$ cat config.mk
export PLATFORM = sky130hd
export DESIGN_NAME = add_sched
export DESIGN_NICKNAME = d
export VERILOG_FILES = /design/src/rtl/add_sched_pkg.sv /design/src/rtl/add_sched_if.sv /design/src/rtl/add_sched_core.sv /design/src/rtl/add_sched_rr_arb2.sv /design/src/rtl/add_sched.sv
export SDC_FILE = /design/constraint.sdc
export NUM_CORES = 1
export LEC_CHECK = 0
export ABC_AREA = 1
export CAP_MARGIN = 10
export CORE_MARGIN = 5
export CORE_UTILIZATION = 51
export CTS_BUF_LIST = sky130_fd_sc_hd__clkbuf_4 sky130_fd_sc_hd__clkbuf_8
export CTS_CLUSTER_SIZE = 10
export DETAILED_ROUTE_END_ITERATION = 8
export PLACE_DENSITY_LB_ADDON = 0.15
export SLEW_MARGIN = 0
export SYNTH_ARGS = -nofsm -noshare
export SYNTH_HDL_FRONTEND = slang
export SYNTH_SLANG_ARGS = --single-unit
$ cat constraint.sdc
create_clock -name clk -period 5.4 [get_ports clk]
set_input_delay 0.54 -clock clk [delete_from_list [all_inputs] [get_ports clk]]
set_output_delay 0.54 -clock clk [all_outputs]
set_load 0.005 [all_outputs]
$ cat src/rtl/add_sched_pkg.sv
// Shared types and defaults for the two-requester adder scheduler.
package add_sched_pkg;

  localparam int DEF_WIDTH = 8;
  localparam int DEF_CNT_W = 16;

  typedef enum logic {
    EMPTY = 1'b0,
    FULL  = 1'b1
  } state_t;

  typedef enum logic {
    ID_A = 1'b0,
    ID_B = 1'b1
  } req_id_t;

endpackage

$ cat src/rtl/add_sched_if.sv
// Requester, result and status bundle of the adder scheduler.
interface add_sched_if
  import add_sched_pkg::*;
#(
  parameter int WIDTH = DEF_WIDTH,
  parameter int CNT_W = DEF_CNT_W
) ();

  logic             a_valid;
  logic             b_valid;
  logic [WIDTH-1:0] a_op0;
  logic [WIDTH-1:0] a_op1;
  logic [WIDTH-1:0] b_op0;
  logic [WIDTH-1:0] b_op1;
  logic             a_ready;
  logic             b_ready;
  logic             res_valid;
  logic             res_ready;
  logic [WIDTH-1:0] res_sum;
  logic             res_carry;
  logic             res_id;
  logic [CNT_W-1:0] op_count;

  modport master (
    output a_valid, b_valid, a_op0, a_op1, b_op0, b_op1, res_ready,
    input  a_ready, b_ready, res_valid, res_sum, res_carry, res_id, op_count
  );

  modport slave (
    input  a_valid, b_valid, a_op0, a_op1, b_op0, b_op1, res_ready,
    output a_ready, b_ready, res_valid, res_sum, res_carry, res_id, op_count
  );

endinterface

$ cat src/rtl/add_sched_core.sv
// Result-slot FSM, shared adder and accept counter, seen through the bus modport.
module add_sched_core
  import add_sched_pkg::*;
#(
  parameter int WIDTH = DEF_WIDTH,
  parameter int CNT_W = DEF_CNT_W
) (
  input  logic       clk,
  input  logic       rst,
  add_sched_if.slave bus
);

  state_t           state;
  req_id_t          last_grant;
  req_id_t          sel;
  logic             slot_free;
  logic             accept;
  logic [1:0]       grant;
  logic [WIDTH-1:0] op0;
  logic [WIDTH-1:0] op1;
  logic [WIDTH:0]   sum_full;

  assign slot_free = (state == EMPTY) || bus.res_ready;

  rr_arb2 u_arb (
    .valid     ({bus.b_valid, bus.a_valid}),
    .last      (last_grant),
    .slot_free (slot_free),
    .grant     (grant)
  );

  // Reset masks the grant so nothing is accepted while rst is high.
  assign bus.a_ready = grant[0] & ~rst;
  assign bus.b_ready = grant[1] & ~rst;
  assign accept      = (grant != 2'b00);

  assign sel      = grant[1] ? ID_B : ID_A;
  assign op0      = (sel == ID_B) ? bus.b_op0 : bus.a_op0;
  assign op1      = (sel == ID_B) ? bus.b_op1 : bus.a_op1;
  assign sum_full = {1'b0, op0} + {1'b0, op1};

  always_ff @(posedge clk or posedge rst) begin
    if (rst) begin
      state         <= EMPTY;
      last_grant    <= ID_B;
      bus.res_valid <= 1'b0;
      bus.res_sum   <= '0;
      bus.res_carry <= 1'b0;
      bus.res_id    <= 1'b0;
      bus.op_count  <= '0;
    end else if (accept) begin
      state         <= FULL;
      last_grant    <= sel;
      bus.res_valid <= 1'b1;
      bus.res_sum   <= sum_full[WIDTH-1:0];
      bus.res_carry <= sum_full[WIDTH];
      bus.res_id    <= sel;
      bus.op_count  <= bus.op_count + CNT_W'(1);
    end else if (state == FULL && bus.res_ready) begin
      state         <= EMPTY;
      bus.res_valid <= 1'b0;
    end
  end

endmodule

$ cat src/rtl/add_sched_rr_arb2.sv
// Two-way round-robin arbiter: on a tie, the requester not granted last wins.
module rr_arb2
  import add_sched_pkg::*;
(
  input  logic [1:0] valid,
  input  req_id_t    last,
  input  logic       slot_free,
  output logic [1:0] grant
);

  always_comb begin
    grant = 2'b00;
    if (slot_free) begin
      unique case (valid)
        2'b01:   grant = 2'b01;
        2'b10:   grant = 2'b10;
        2'b11:   grant = (last == ID_B) ? 2'b01 : 2'b10;
        default: grant = 2'b00;
      endcase
    end
  end

endmodule

$ cat src/rtl/add_sched.sv
// Adder scheduler top: flat ports mapped onto the internal bus for the core.
module add_sched
  import add_sched_pkg::*;
#(
  parameter int WIDTH = DEF_WIDTH,
  parameter int CNT_W = DEF_CNT_W
) (
  input  logic             clk,
  input  logic             rst,
  input  logic             a_valid,
  input  logic             b_valid,
  input  logic [WIDTH-1:0] a_op0,
  input  logic [WIDTH-1:0] a_op1,
  input  logic [WIDTH-1:0] b_op0,
  input  logic [WIDTH-1:0] b_op1,
  output logic             a_ready,
  output logic             b_ready,
  output logic             res_valid,
  input  logic             res_ready,
  output logic [WIDTH-1:0] res_sum,
  output logic             res_carry,
  output logic             res_id,
  output logic [CNT_W-1:0] op_count
);

  add_sched_if #(.WIDTH(WIDTH), .CNT_W(CNT_W)) bus ();

  assign bus.a_valid   = a_valid;
  assign bus.b_valid   = b_valid;
  assign bus.a_op0     = a_op0;
  assign bus.a_op1     = a_op1;
  assign bus.b_op0     = b_op0;
  assign bus.b_op1     = b_op1;
  assign bus.res_ready = res_ready;

  assign a_ready   = bus.a_ready;
  assign b_ready   = bus.b_ready;
  assign res_valid = bus.res_valid;
  assign res_sum   = bus.res_sum;
  assign res_carry = bus.res_carry;
  assign res_id    = bus.res_id;
  assign op_count  = bus.op_count;

  add_sched_core #(.WIDTH(WIDTH), .CNT_W(CNT_W)) u_core (
    .clk (clk),
    .rst (rst),
    .bus (bus)
  );

endmodule

==> impl_metrics.json <==
{
  "syn2layout_area_growth_pct": 38.0,
  "netSwitchingFraction": 0.336,
  "crit_path_max_incr_delay_ps": 750,
  "dp_hpwl_mm": 3.46,
  "clk_latency_ps": 270,
  "finClkSkew_ps": 3.98,
  "grt-busiest-layer": "met2",
  "setup_violations": 0,
  "yosysWarningCount": 0,
  "ys_types": 28,
  "final_max_slew_viol_count": 0,
  "synth_fp_nets": 314,
  "gr-usage-all-layers": 0.174,
  "coreArea_um2": 3690,
  "diodes": 0,
  "cts_root_buf": "clkbuf_8",
  "pwr-share-comb": 0.427,
  "port_buffers": 65,
  "first_pass_iters": 4,
  "grt_max_degree": 36,
  "cts_setup_buffers": 0,
  "power_density_nw_per_um2": 317,
  "final.period_utilization": 0.578,
  "antenna_found_initial": 0,
  "ctsHtreeMaxLevel": 1,
  "use_met2": 0.312,
  "worstPathMaxFanout": 35,
  "outcome": "completed",
  "drt-wirelength-per-cell_um": 11.2,
  "crit_top_cell": "nand2_1",
  "endpoint_kind": "flop",
  "cts_tree": "yes",
  "die_x_um": 71.7,
  "synth-seq-area-share": 0.361,
  "grt_use_met3": 0.0407,
  "cts.sinks": 28,
  "synth_top_flop_cell": "dfrtp_1",
  "instances_no_fill": 379,
  "wirelength_mm": 4.26,
  "cp-start-kind": "input port",
  "synth.cell_area_um2": 1940,
  "die_y_um": 71.7,
  "finalCriticalPeriod_ps": 3120,
  "synth_edf_count": 0,
  "ioPinCount": 66,
  "hold_viol": 0,
  "drtIter0Drc": 45,
  "rsz0062_at_grt": "false",
  "relSlewSlack": 0.313,
  "power_leakage_uw": 0.00133,
  "dp_slack_ps": 1970,
  "cts_resized": 0,
  "syn_inst": 267,
  "ant_nets": 0,
  "synthArstFlopShare": 1.00,
  "final.fill_count": 333,
  "rows": 22,
  "cts_buffers": 3,
  "dieArea_um2": 5140,
  "tightest_slew_ps": 1030,
  "clk_pin_slew_worst_paths_ps": 90,
  "maxCapViolations": 0,
  "finalNetCount": 379,
  "vias": 1800,
  "numPlacedInstances": 375,
  "synth_area_per_cell_um2": 7.27,
  "drc": 0,
  "ys_seq_elements": 28,
  "p_clk_frac": 0.190,
  "cts_max_path_buffers": 2,
  "crit_path_top_delay_cell": "o211ai_4",
  "initial_utilization": 0.526,
  "seqPwrFrac": 0.382,
  "grt_use_met1": 0.209,
  "crit_type": "input port to flop",
  "timing.fmax_mhz": 321,
  "grt-ovfl-total": 0,
  "finalSetupTns_ps": 0,
  "min_path_type": "flop to flop",
  "p_switching_uw": 286,
  "postCtsHoldBufs": 0,
  "cp_data_arrival_time_ps": 3290,
  "grt_pass1_vias": 1753,
  "grt_pass1_wl_mm": 7.33,
  "peakVddDrop_mv": 0.317,
  "p_int_uw": 565,
  "drt-vias-per-instance": 4.75,
  "drive_gt1_frac": 0.0785,
  "layout_setup_ws_ps": 2280,
  "worstPathCellList": "clkdlybuf4s50_1 -> nand2_2 -> o211ai_4 -> o21ai_2 -> ha_1 -> fa_1 -> nand2_1 -> nand2_1 -> nand3_1 -> nand2_1 -> nand2_1 -> nand2_1 -> nand2_1 -> nand2_1",
  "gp_congestion": 0.775,
  "cp.required_ps": 5570
}
-- cells in the mapped netlist, types with 2 or more instances --
master,instances,area [µm²]
a21oi_1,6,30.0
buf_2,2,10.0
buf_6,3,33.8
dfrtp_1,27,676
ha_1,9,113
inv_1,45,169
nand2_1,90,338
nand2_2,3,18.8
nand3_1,17,85.1
nand3b_1,3,22.5
nand4_1,4,25.0
nor2_1,16,60.1
nor2_4,2,22.5
nor3_1,2,10.0
o21ai_0,9,45.0
o21ai_1,3,15.0
o21ai_2,11,96.3
xnor2_1,2,17.5
xor2_1,4,35.0
-- critical path: cells and delay by family --
family / cells / cell delay (ps)
simple gates: 9 / 660
compound gates: 2 / 820
buf+inv: 1 / 600
fa+ha+maj: 2 / 660
-- final timing paths --
check | startpoint | to | slack (ps) | depth (start not counted)
worst max-delay path | b_valid | u_core.bus.res_carry | 2280 | 14
worst min-delay path | u_core.bus.res_sum[0] | u_core.bus.res_sum[0] | 490 | 2
worst max register to register | u_core.last_grant | u_core.bus.res_carry | 2640 | 13
worst min register to register | u_core.bus.res_sum[0] | u_core.bus.res_sum[0] | 490 | 2
max in group asynchronous | rst | u_core.bus.op_count[11] | 3900 | 2
min in group asynchronous | rst | u_core.bus.res_sum[0] | 880 | 2
-- cells in the final DEF (no fill, tap or decap), drive strengths merged, types with 2 or more instances in the layout --
master and instances:
a21oi 6, clkbuf 3, clkdlybuf4s50 65, dfrtp 27
ha 9, inv 46, nand2 94, nand3 17
nand3b 3, nand4 4, nor2 18, nor3 2
o211ai 2, o21ai 24, xnor2 2, xor2 4
-- layer usage --
metal  part of all wire  up-vias  wire [µm]
li1                   -      961          -
met1               0.43      801       1840
met2               0.52       34       2200
met3              0.043        4        185
met4             0.0087        0         37
met5                  0        -          0
-- sequential cells by signal, indices dropped and copies added (netlist names) --
signal,cells
u_core.bus.res_id,1
u_core.bus.res_carry,1
u_core.last_grant,1
u_core.bus.res_sum,8
u_core.bus.res_valid,1
u_core.bus.op_count,16
-- kinds of logic after synthesis --
group | Yosys count | synth area share
compound gates | 33 | 0.123
xor+xnor | 6 | 0.0271
fa+ha+maj | 10 | 0.0683
buf+inv | 51 | 0.111
flops | 28 | 0.361
simple gates | 139 | 0.309
-- per-stage QoR --
step | util | hold WS, ps | area, µm² | power, µW
finish | 0.727 | 490 | 2680 | 851
global route | 0.727 | 509 | 2680 | 915
CTS | 0.727 | 492 | 2680 | 861
detailed placement | 0.707 | 464 | 2610 | 696
global placement | 0.707 | 464 | 2610 | 682
floorplan | - | 472 | 1940 | 511
-- power by group through the flow --
stage	Sequential [µW]	Combinational, µW	Clock (µW)
2_1_floorplan	324	187	0
3_3_place_gp	328	354	0
3_5_place_dp	328	367	0
4_1_cts	325	369	167
5_1_grt	336	405	174
6_report	325	363	162
-- layout make-up --
cell class	count	area, µm²	area share
Timing Repair Buffer	65	651	0.243
Multi-Input combinational cell	188	1020	0.382
Tap cell	48	60.1	0.0224
Clock buffer	3	41.3	0.0154
Sequential cell	28	702	0.262
Clock inverter	1	30.0	0.0112
Inverter	46	173	0.0644
(Power assumes the default switching activity.)
